[src/rtl/count_ones_sched.sv]
// Round-robin scheduler sharing one count-ones unit between NUM_REQ requesters.
// Launches a job with a one-cycle go, waits for done or timeout, returns result.
module count_ones_sched #(
    parameter int NUM_REQ = 4,
    parameter int WIDTH   = 16,
    parameter int CW      = $clog2(WIDTH + 1),
    parameter int TIMEOUT = WIDTH + 8
) (
    input  logic                       clk,
    input  logic                       rst,
    input  logic [NUM_REQ-1:0]         req_valid,
    input  logic [NUM_REQ*WIDTH-1:0]   req_data,
    output logic [NUM_REQ-1:0]         req_ready,
    output logic [NUM_REQ-1:0]         rsp_valid,
    input  logic [NUM_REQ-1:0]         rsp_ready,
    output logic [CW-1:0]              rsp_count,
    output logic                       rsp_error,
    output logic                       cu_go,
    output logic [WIDTH-1:0]           cu_data,
    input  logic                       cu_done,
    input  logic [CW-1:0]              cu_result,
    output logic                       busy,
    output logic [$clog2(NUM_REQ)-1:0] grant_id
);

    localparam int IW = $clog2(NUM_REQ);
    localparam int TW = $clog2(TIMEOUT + 1);
    localparam logic [IW:0] NR = (IW + 1)'(NUM_REQ);
    localparam logic [IW-1:0] LAST = IW'(NUM_REQ - 1);
    localparam logic [TW-1:0] TLIM = TW'(TIMEOUT - 1);

    typedef enum logic [2:0] {
        S_IDLE,
        S_ISSUE,
        S_ARM,
        S_WAIT,
        S_DELIVER
    } state_t;

    state_t r_state;
    state_t w_next;

    logic [IW-1:0]        r_rr_ptr;
    logic [IW-1:0]        r_grant;
    logic [TW-1:0]        r_timer;
    logic [WIDTH-1:0]     r_cu_data;
    logic [CW-1:0]        r_count;
    logic                 r_error;

    logic [2*NUM_REQ-1:0] w_dbl;
    logic [NUM_REQ-1:0]   w_rot;
    logic                 w_any;
    logic [IW-1:0]        w_off;
    logic [IW:0]          w_sum;
    logic [IW-1:0]        w_sel;
    logic [WIDTH-1:0]     w_opnd;
    logic [NUM_REQ-1:0]   w_req_ready;
    logic                 w_timeout;

    // Rotate requests so rr_ptr lands at bit 0; lowest set bit wins.
    assign w_dbl = {req_valid, req_valid};
    assign w_rot = NUM_REQ'(w_dbl >> r_rr_ptr);
    assign w_any = |req_valid;

    always_comb begin
        w_off = '0;
        for (int k = NUM_REQ - 1; k >= 0; k--) begin
            if (w_rot[k]) begin
                w_off = IW'(k);
            end
        end
    end

    assign w_sum = {1'b0, r_rr_ptr} + {1'b0, w_off};
    assign w_sel = (w_sum >= NR) ? IW'(w_sum - NR) : IW'(w_sum);

    always_comb begin
        w_opnd = '0;
        for (int k = 0; k < NUM_REQ; k++) begin
            if (w_sel == IW'(k)) begin
                w_opnd = req_data[k*WIDTH +: WIDTH];
            end
        end
    end

    assign w_timeout = (r_timer == TLIM);

    always_comb begin
        w_next      = r_state;
        w_req_ready = '0;
        unique case (r_state)
            S_IDLE: begin
                if (w_any) begin
                    w_req_ready = NUM_REQ'(1) << w_sel;
                    w_next      = S_ISSUE;
                end
            end
            S_ISSUE: w_next = S_ARM;
            S_ARM:   w_next = S_WAIT;
            S_WAIT: begin
                if (cu_done || w_timeout) begin
                    w_next = S_DELIVER;
                end
            end
            S_DELIVER: begin
                if (rsp_ready[r_grant]) begin
                    w_next = S_IDLE;
                end
            end
            default: w_next = S_IDLE;
        endcase
    end

    always_ff @(posedge clk or negedge rst) begin
        if (!rst) begin
            r_state   <= S_IDLE;
            r_rr_ptr  <= '0;
            r_grant   <= '0;
            r_timer   <= '0;
            r_cu_data <= '0;
            r_count   <= '0;
            r_error   <= 1'b0;
        end else begin
            r_state <= w_next;
            unique case (r_state)
                S_IDLE: begin
                    if (w_any) begin
                        r_cu_data <= w_opnd;
                        r_grant   <= w_sel;
                    end
                end
                // Done is ignored here: it may still be high from the last job.
                S_ARM: r_timer <= '0;
                S_WAIT: begin
                    r_timer <= r_timer + 1'b1;
                    if (cu_done) begin
                        r_count <= cu_result;
                        r_error <= 1'b0;
                    end else if (w_timeout) begin
                        r_count <= '0;
                        r_error <= 1'b1;
                    end
                end
                S_DELIVER: begin
                    if (rsp_ready[r_grant]) begin
                        r_rr_ptr <= (r_grant == LAST) ? '0 : r_grant + 1'b1;
                    end
                end
                default: ;
            endcase
        end
    end

    assign req_ready = w_req_ready;
    assign rsp_valid = (r_state == S_DELIVER) ? NUM_REQ'(1) << r_grant : '0;
    assign rsp_count = r_count;
    assign rsp_error = r_error;
    assign cu_go     = (r_state == S_ISSUE);
    assign cu_data   = r_cu_data;
    assign busy      = (r_state != S_IDLE);
    assign grant_id  = r_grant;

endmodule

[config.mk]
export PLATFORM = sky130hd
export DESIGN_NAME = count_ones_sched
export DESIGN_NICKNAME = d
export VERILOG_FILES = /design/src/rtl/count_ones_sched.sv
export SDC_FILE = /design/constraint.sdc
export NUM_CORES = 1
export LEC_CHECK = 0
export ABC_AREA = 1
export CORE_UTILIZATION = 38
export DETAILED_ROUTE_END_ITERATION = 10
export PLACE_DENSITY = 0.77
export SYNTH_ARGS = -nofsm -noshare
export SYNTH_HDL_FRONTEND = slang
export SYNTH_SLANG_ARGS = --single-unit
export TNS_END_PERCENT = 30
[constraint.sdc]
create_clock -name clk -period 3.2 [get_ports clk]
set_clock_uncertainty 0.2 [all_clocks]
set_input_delay 0.96 -clock clk [delete_from_list [all_inputs] [get_ports clk]]
set_output_delay 0.96 -clock clk [all_outputs]
set_load 0.005 [all_outputs]
==> results of run 1 <==
per-layer routing:
layer | GRT usage (%) | vias up
li1 | - | 1455
met1 | 27.3 | 1335
met2 | 43.0 | 94
met3 | 4.15 | 16
met4 | 7.70 | 0
met5 | 0 | -
report_power, final:
part           internal (µW)  total, µW  switching, µW
registers                631        790            158
logic                   1750       3840           2090
clock network            173        337            164
total                   2560       4970           2410
critical path, stage by stage:
cell	delay, ns
buf_6	0.10
nand2_2	0.06
nand3_1	0.10
nand2_1	0.11
a21boi_2	0.18
ha_2	0.23
xnor2_4	0.14
nand3_4	0.12
nand2_8	0.11
buf_6	0.10
nand2_4	0.04
nor2_2	0.08
buf_2	0.12
metrics by stage:
step	instance area (µm²)	cells	setup TNS (ns)
after floorplan	2560	367	-0.623
after global placement	3850	563	-7.89
after detailed placement	3850	563	-9.70
after CTS	4090	581	-1.78
after global routing	4110	582	-2.75
final	4110	582	-2.16
final timing paths:
| check | from | to | slack [ns] | cells past startpoint |
|---|---|---|---|---|
| max in group asynchronous | rst | cu_data[0] | 1.77 | 1 |
| worst max-delay path | req_valid[3] | req_ready[3] | -0.43 | 13 |
| worst min-delay path | rsp_count[4] | rsp_count[4] | 0.28 | 2 |
| min in group asynchronous | rst | cu_data[14] | 0.55 | 1 |
| worst min register to register | rsp_count[4] | rsp_count[4] | 0.28 | 2 |
| worst max register to register | r_rr_ptr[0] | cu_data[14] | -0.18 | 22 |
area by class of cell:
| type | count | share of cell area (%) |
|---|---|---|
| Timing Repair Buffer | 147 | 33.8 |
| Tap cell | 77 | 2.34 |
| Sequential cell | 34 | 20.7 |
| Inverter | 60 | 5.60 |
| Clock buffer | 6 | 2.01 |
| Multi-Input combinational cell | 256 | 35.2 |
| Clock inverter | 2 | 0.304 |
state kept, by name, indices dropped and copies added (netlist names):
register   flops
cu_data       16
grant_id       2
r_rr_ptr       2
r_state        3
r_timer        5
rsp_count      5
rsp_error      1
placed cells by master (no fill, tap or decap), types with 2 or more instances in the layout:
cell,netlist,routed
inv_1,54,53
o21ai_2,2,2
clkbuf_8,0,6
nand2_2,5,6
ha_1,6,5
dfrtp_1,34,34
o21ai_1,7,7
nand3_2,8,13
nor3_1,4,2
nor3_2,1,3
nand2_4,1,5
o31ai_1,2,2
nand4_1,29,29
nor2_1,28,27
buf_4,5,31
nand3_1,33,27
a21oi_1,2,2
nand2_8,2,2
a21oi_2,3,3
nand2_1,107,102
clkdlybuf4s50_1,0,104
buf_6,2,5
nand3_4,1,2
o21ai_0,7,7
inv_2,5,6
buf_2,5,5
cell families after synthesis:
kind of cell,Yosys count
xor+xnor,1
buf+inv,77
fa+ha+maj,6
flops,34
simple gates,221
compound gates,28
what timing repair did:
item                                    in CTS  in global routing
pin swaps                                   14                  8
endpoints found under the setup margin      15                  8
hold buffers                                 0                  0
resized for setup                           55                  3
hold endpoints to repair                     0                  0
setup buffers                               10                  1
==> summary.txt, run 1 <==
Outcome
  – Status: complete, but fails checks
  – Failing checks: setup timing

Setup path
  – Crit path DAT: 2.47 ns
  – Setup Crit Path Kind: primary input to output port
  – CP required: 2.04 ns
  – CP Capture Type: output port
  – Crit Path Max Fanout: 5
  – Crit start category: primary input

Timing
  – RSZ-0062 raised after global routing: yes
  – Slack of the critical path: -0.432 ns
  – Relative slew slack: 49.0%
  – Final Hold Slack: 0.278 ns
  – Post-layout min period: 3.63 ns
  – Slew Limit Fails: 0
  – Max Clock Freq: 275 MHz
  – Endpoints failing hold: 0
  – Final period utilization: 113%
  – Final setup vio count: 8
  – Worst Tran Pin Value: 0.765 ns

Clock tree
  – Max clock buf depth: 2
  – Cts bufs inserted: 5
  – Clock Latency Late Sink: 0.28 ns
  – Reg clk slew, reported paths: 0.07 ns
  – # clock sinks: 34
  – CTS tree: yes
  – CTS root buffer: clkbuf_8
  – Htree depth: 2

Synthesis
  – #FFs+latches synth: 34
  – Synth top area share: 33.5%
  – Syn Inst Count: 367
  – Async SR Flop Fraction: 100%
  – Ys Warns: 0
  – Register area share after synthesis: 33.5%
  – Netlist cell types: 35
  – XOR/XNOR Fraction of Synth Area: 0.345%
  – Synth Area in Simple Gates: 42.4%
  – Most frequent cell after synthesis: nand2_1
  – Syn_area_per_cell: 6.92 µm²
  – Post-synthesis mux area share: 0%
  – Yosys top cell by area: dfrtp_1
  – Commonest cells in the synthesized netlist: nand2_1, inv_1, dfrtp_1
  – Main combinational cell family by area after synthesis: simple AND/OR/NAND/NOR gates
  – Syn_nets: 453
  – Post-synth EDFFs: 0
  – Main synth FF type: dfrtp_1
  – Synth area leaders: dfrtp_1, nand2_1, inv_1
  – Synth Area in Compound Gates: 7.04%
  – Mapped cell area: 2540 µm²
  – Post-synthesis adder-cell area fraction: 2.95%

Min path
  – Hold WC Path Type: flop to flop

Drt
  – Iteration-0 DRC Markers: 90
  – Antenna Violating Nets Remaining: 0
  – Drc violations: 0
  – Routed met3 length: 368 µm
  – DR WL/cell: 13.6 µm
  – DR vias: 2900
  – Metal2 WL: 4.07 mm
  – Vias/cell: 4.98
  – WL met1: 3.32 mm
  – First drt pass iteration count: 4
  – Top sig layer: met4
  – Post-Route WL: 7.93 mm

Run
  – Number of max-cap violations: 0

Pwr
  – Peak VDD IR: 0.873 mV
  – Pwr/cell area: 1210 nW/µm²
  – Power Total: 4970 µW
  – Leakage: 0.00204 µW

Floorplan
  – # IOs: 114
  – Chip width: 83.8 µm
  – Die area: 7020 µm²
  – Core area: 6390 µm²
  – Initial Utilization: 39.8%
  – Die H: 83.8 µm
  – Number of cell rows: 29

Global route
  – First-pass GRT wire length: 13.3 mm
  – GRT Total Usage: 23.4%
  – Initial antenna violation count: 0
  – Global route overflow: 0
  – Vias in the first global route: 2930
  – Largest net degree at the start of global routing: 35

Final layout
  – Sequential cell area: 851 µm²
  – Fillcell total: 546
  – Diodes inserted: 0
  – Multi-input gate area: 1450 µm²
  – Final nets: 590
  – Share of cells above drive strength 1: 19.6%
  – Final Util: 64.4%
  – Area Growth Syn to Fin: 61.7%

Placement
  – Global placer's final weighted congestion: 0.953
  – HPWL after detailed placement: 5.92 mm
  – Port Buffers: 113
  – Place WS: -1.22 ns
Note: power is estimated with default switching activity, not from simulation.
==> inputs of run 2 (changes only) <==
ABC_AREA = default   (was 1)
CORE_UTILIZATION = 37   (was 38)
PLACE_DENSITY = 0.78   (was 0.77)
==> run 2 against run 1 <==
The run still ends with setup timing left. Design area decreased by 5.2%. Non-clock buffer count increased by 3. Count of clock-buffer cells in the layout down 1. Utilization up 1.4 points. Critical path depth down 2. Sequential power is 2.5% lower. Sequential share of layout area grew 1.1 points. Total power shrank 31%. Clock power up 15%. Critical path type unchanged. Highest routed layer unchanged.
==> summary.txt, run 2 <==
Global route
  – Largest net degree at the start of global routing: 35
  – Busiest grt layer: met2
  – Global route overflow: 0
  – First-pass GRT wire length: 11.4 mm
  – Initial antenna violation count: 0
  – GRT Total Usage: 23.1%
  – Vias in the first global route: 2450
  – M3 GR Usage: 4.66%
  – Met2 Usage GRT: 40.5%
  – Met1 GRT Util: 28.2%

Floorplan
  – # IOs: 114
  – Chip width: 80.2 µm
  – Die H: 80.2 µm
  – Core area: 5920 µm²
  – Die area: 6430 µm²
  – Initial Utilization: 38.2%
  – Number of cell rows: 28

Drt
  – DR vias: 2591
  – First drt pass iteration count: 4
  – Iteration-0 DRC Markers: 148
  – Antenna Violating Nets Remaining: 0
  – DR WL/cell: 16.2 µm
  – Drc violations: 0
  – Vias/cell: 5.55
  – Post-Route WL: 7.59 mm

Pwr
  – Switching share of power: 41.6%
  – Net switching power: 1430 µW
  – Peak VDD IR: 0.622 mV
  – Pwr/cell area: 879 nW/µm²
  – P_int: 2000 µW
  – Clock power frac: 11.4%
  – Leakage: 0.00163 µW
  – Gate power share: 66.2%
  – Sequential power share: 22.5%

Synthesis
  – Syn Inst Count: 252
  – Syn_nets: 338
  – Netlist cell types: 48
  – Syn_area_per_cell: 8.98 µm²
  – Synth top area share: 37.6%
  – Most frequent cell after synthesis: nand2_1
  – Ys Warns: 0
  – Post-synth EDFFs: 0
  – Async SR Flop Fraction: 100%
  – Yosys top cell by area: dfrtp_1
  – Commonest cells in the synthesized netlist: nand2_1, dfrtp_1, a32oi_1
  – Main synth FF type: dfrtp_1
  – #FFs+latches synth: 34
  – Synth area leaders: dfrtp_1, a32oi_1, nand2_1
  – Register area share after synthesis: 37.6%
  – Mapped cell area: 2260 µm²

Setup path
  – Setup Crit Path Kind: primary input to output port
  – R2R Path End: cu_data[14]
  – Reg2Reg Setup Slack: 0.37 ns
  – Crit start category: primary input
  – CP Capture Type: output port
  – Crit path DAT: 2.54 ns
  – CP required: 2.04 ns
  – Crit Path Max Fanout: 5
  – Max stage delay on crit path: 0.22 ns
  – CP Cell Sequence: buf_8 > nand2b_1 > o221ai_1 > o21a_1 > ha_4 > xor2_4 > nand4_4 > nand2_4 > buf_6 > nor3_2 > buf_2
  – CP max-delay cell: xor2_4
  – R2R Path Start: r_rr_ptr[1]
  – R2R cell count: 9

Final layout
  – Share of cells above drive strength 1: 19.1%
  – Final nets: 477
  – Fillcell total: 488
  – Commonest cells after routing, fill and taps aside: clkdlybuf4s50_1, nand2_1, buf_4, dfrtp_1, a32oi_1
  – Leading cell type in the layout, fill and taps excluded: clkdlybuf4s50_1
  – Diodes inserted: 0
  – Max reg flops: 16
  – Final Util: 65.8%
  – Area Growth Syn to Fin: 72.1%

Timing
  – Final setup TNS: -1.85 ns
  – Max Clock Freq: 270 MHz
  – Post-layout min period: 3.70 ns
  – Final period utilization: 116%
  – Relative slew slack: 53.8%
  – Final setup vio count: 4
  – RSZ-0062 raised after global routing: yes
  – Slew Limit Fails: 0
  – Slack of the critical path: -0.503 ns
  – Endpoints failing hold: 0
  – Worst Tran Pin Value: 0.686 ns

Min path
  – Hold Crit Start: cu_data[0]
  – Hold Path Cell Cnt: 2
  – Hold path endpoint: cu_data[0]
  – Hold WC Path Type: flop to flop

Clock tree
  – CTS root buffer: clkbuf_8
  – Htree depth: 2
  – Cts bufs inserted: 5
  – Max clock buf depth: 2
  – Clock Latency Late Sink: 0.29 ns
  – CTS tree: yes
  – # clock sinks: 34
  – Reg clk slew, reported paths: 0.07 ns
  – Hold Buf Count CTS: 0

Outcome
  – Status: complete, but fails checks
  – Failing checks: setup timing

Placement
  – Global placer's final weighted congestion: 0.878
  – HPWL after detailed placement: 5.70 mm
  – Port Buffers: 113

Run
  – Number of max-cap violations: 0
## run 2: logic make-up (layout without fill, tap and decap cells)
kind of cell / Yosys count / in the layout / share of synthesized area, %
compound gates: 81 / 81 / 26.6
xor+xnor: 2 / 2 / 0.774
fa+ha+maj: 6 / 6 / 3.32
buf+inv: 24 / 164 / 4.92
flops: 34 / 34 / 37.6
mux: 7 / 7 / 3.92
simple gates: 98 / 98 / 22.8
## run 2: worst max-delay path by stage
stage / from / slack [ns] / end / cells past startpoint
finish: req_valid[3] / -0.50 / req_ready[0] / 11
global route: req_valid[3] / -0.53 / req_ready[2] / 11
CTS: req_valid[3] / -0.51 / req_ready[0] / 12
detailed placement: req_valid[2] / -1.40 / req_ready[2] / 11
global placement: req_valid[2] / -1.36 / req_ready[3] / 11
floorplan: req_valid[2] / -0.49 / req_ready[2] / 11
## run 2: metal layers
layer  share of wire [%]  wire [µm]
met5                   0          0
met4                 1.6        122
met3                 5.0        381
met2                  51       3890
met1                  42       3190
## run 2: what timing repair did
item,in CTS,in global routing
setup buffers,6,0
endpoints found under the setup margin,21,6
resized for setup,46,2
pin swaps,12,5
## run 2: layout make-up
cell class / instances / area [µm²] / share of cell area, %
timing repair buffer: 150 / 1400 / 36.0
multi-input combinational: 194 / 1420 / 36.4
inverter: 6 / 22.5 / 0.578
clock inverter: 3 / 40.0 / 1.03
clock buffer: 5 / 68.8 / 1.77
tap: 75 / 93.8 / 2.41
sequential: 34 / 851 / 21.8
## run 2: worst max-delay path, delay by kind of cell
kind / cells / cell delay, ns
simple gates: 4 / 0.44
buf+inv: 3 / 0.33
fa+ha+maj: 1 / 0.20
xor+xnor: 1 / 0.22
compound gates: 2 / 0.38
## run 2: power groups by stage
stage / registers [µW] / logic (µW) / clock network (µW)
after floorplan: 771 / 1210 / 0
after global placement: 766 / 2070 / 0
after detailed placement: 776 / 2120 / 0
after CTS: 770 / 2230 / 397
after global routing: 797 / 2470 / 418
final: 770 / 2270 / 389
## run 2: through the flow
step	std cells	setup slack (ns)	hold WS, ns	power, µW	cell area (µm²)
after floorplan	252	-0.493	0.257	1990	2360
after global placement	454	-1.36	0.272	2840	3710
after detailed placement	454	-1.40	0.284	2900	3710
after CTS	467	-0.510	0.299	3390	3890
after global routing	467	-0.533	0.323	3690	3900
final	467	-0.503	0.303	3430	3900
==> inputs of run 3 (changes only) <==
ABC_CLOCK_PERIOD_IN_PS = 3200   (was default)
==> results of run 3 <==
Same layout as run 2: the final DEF is identical, and so are final timing and power.
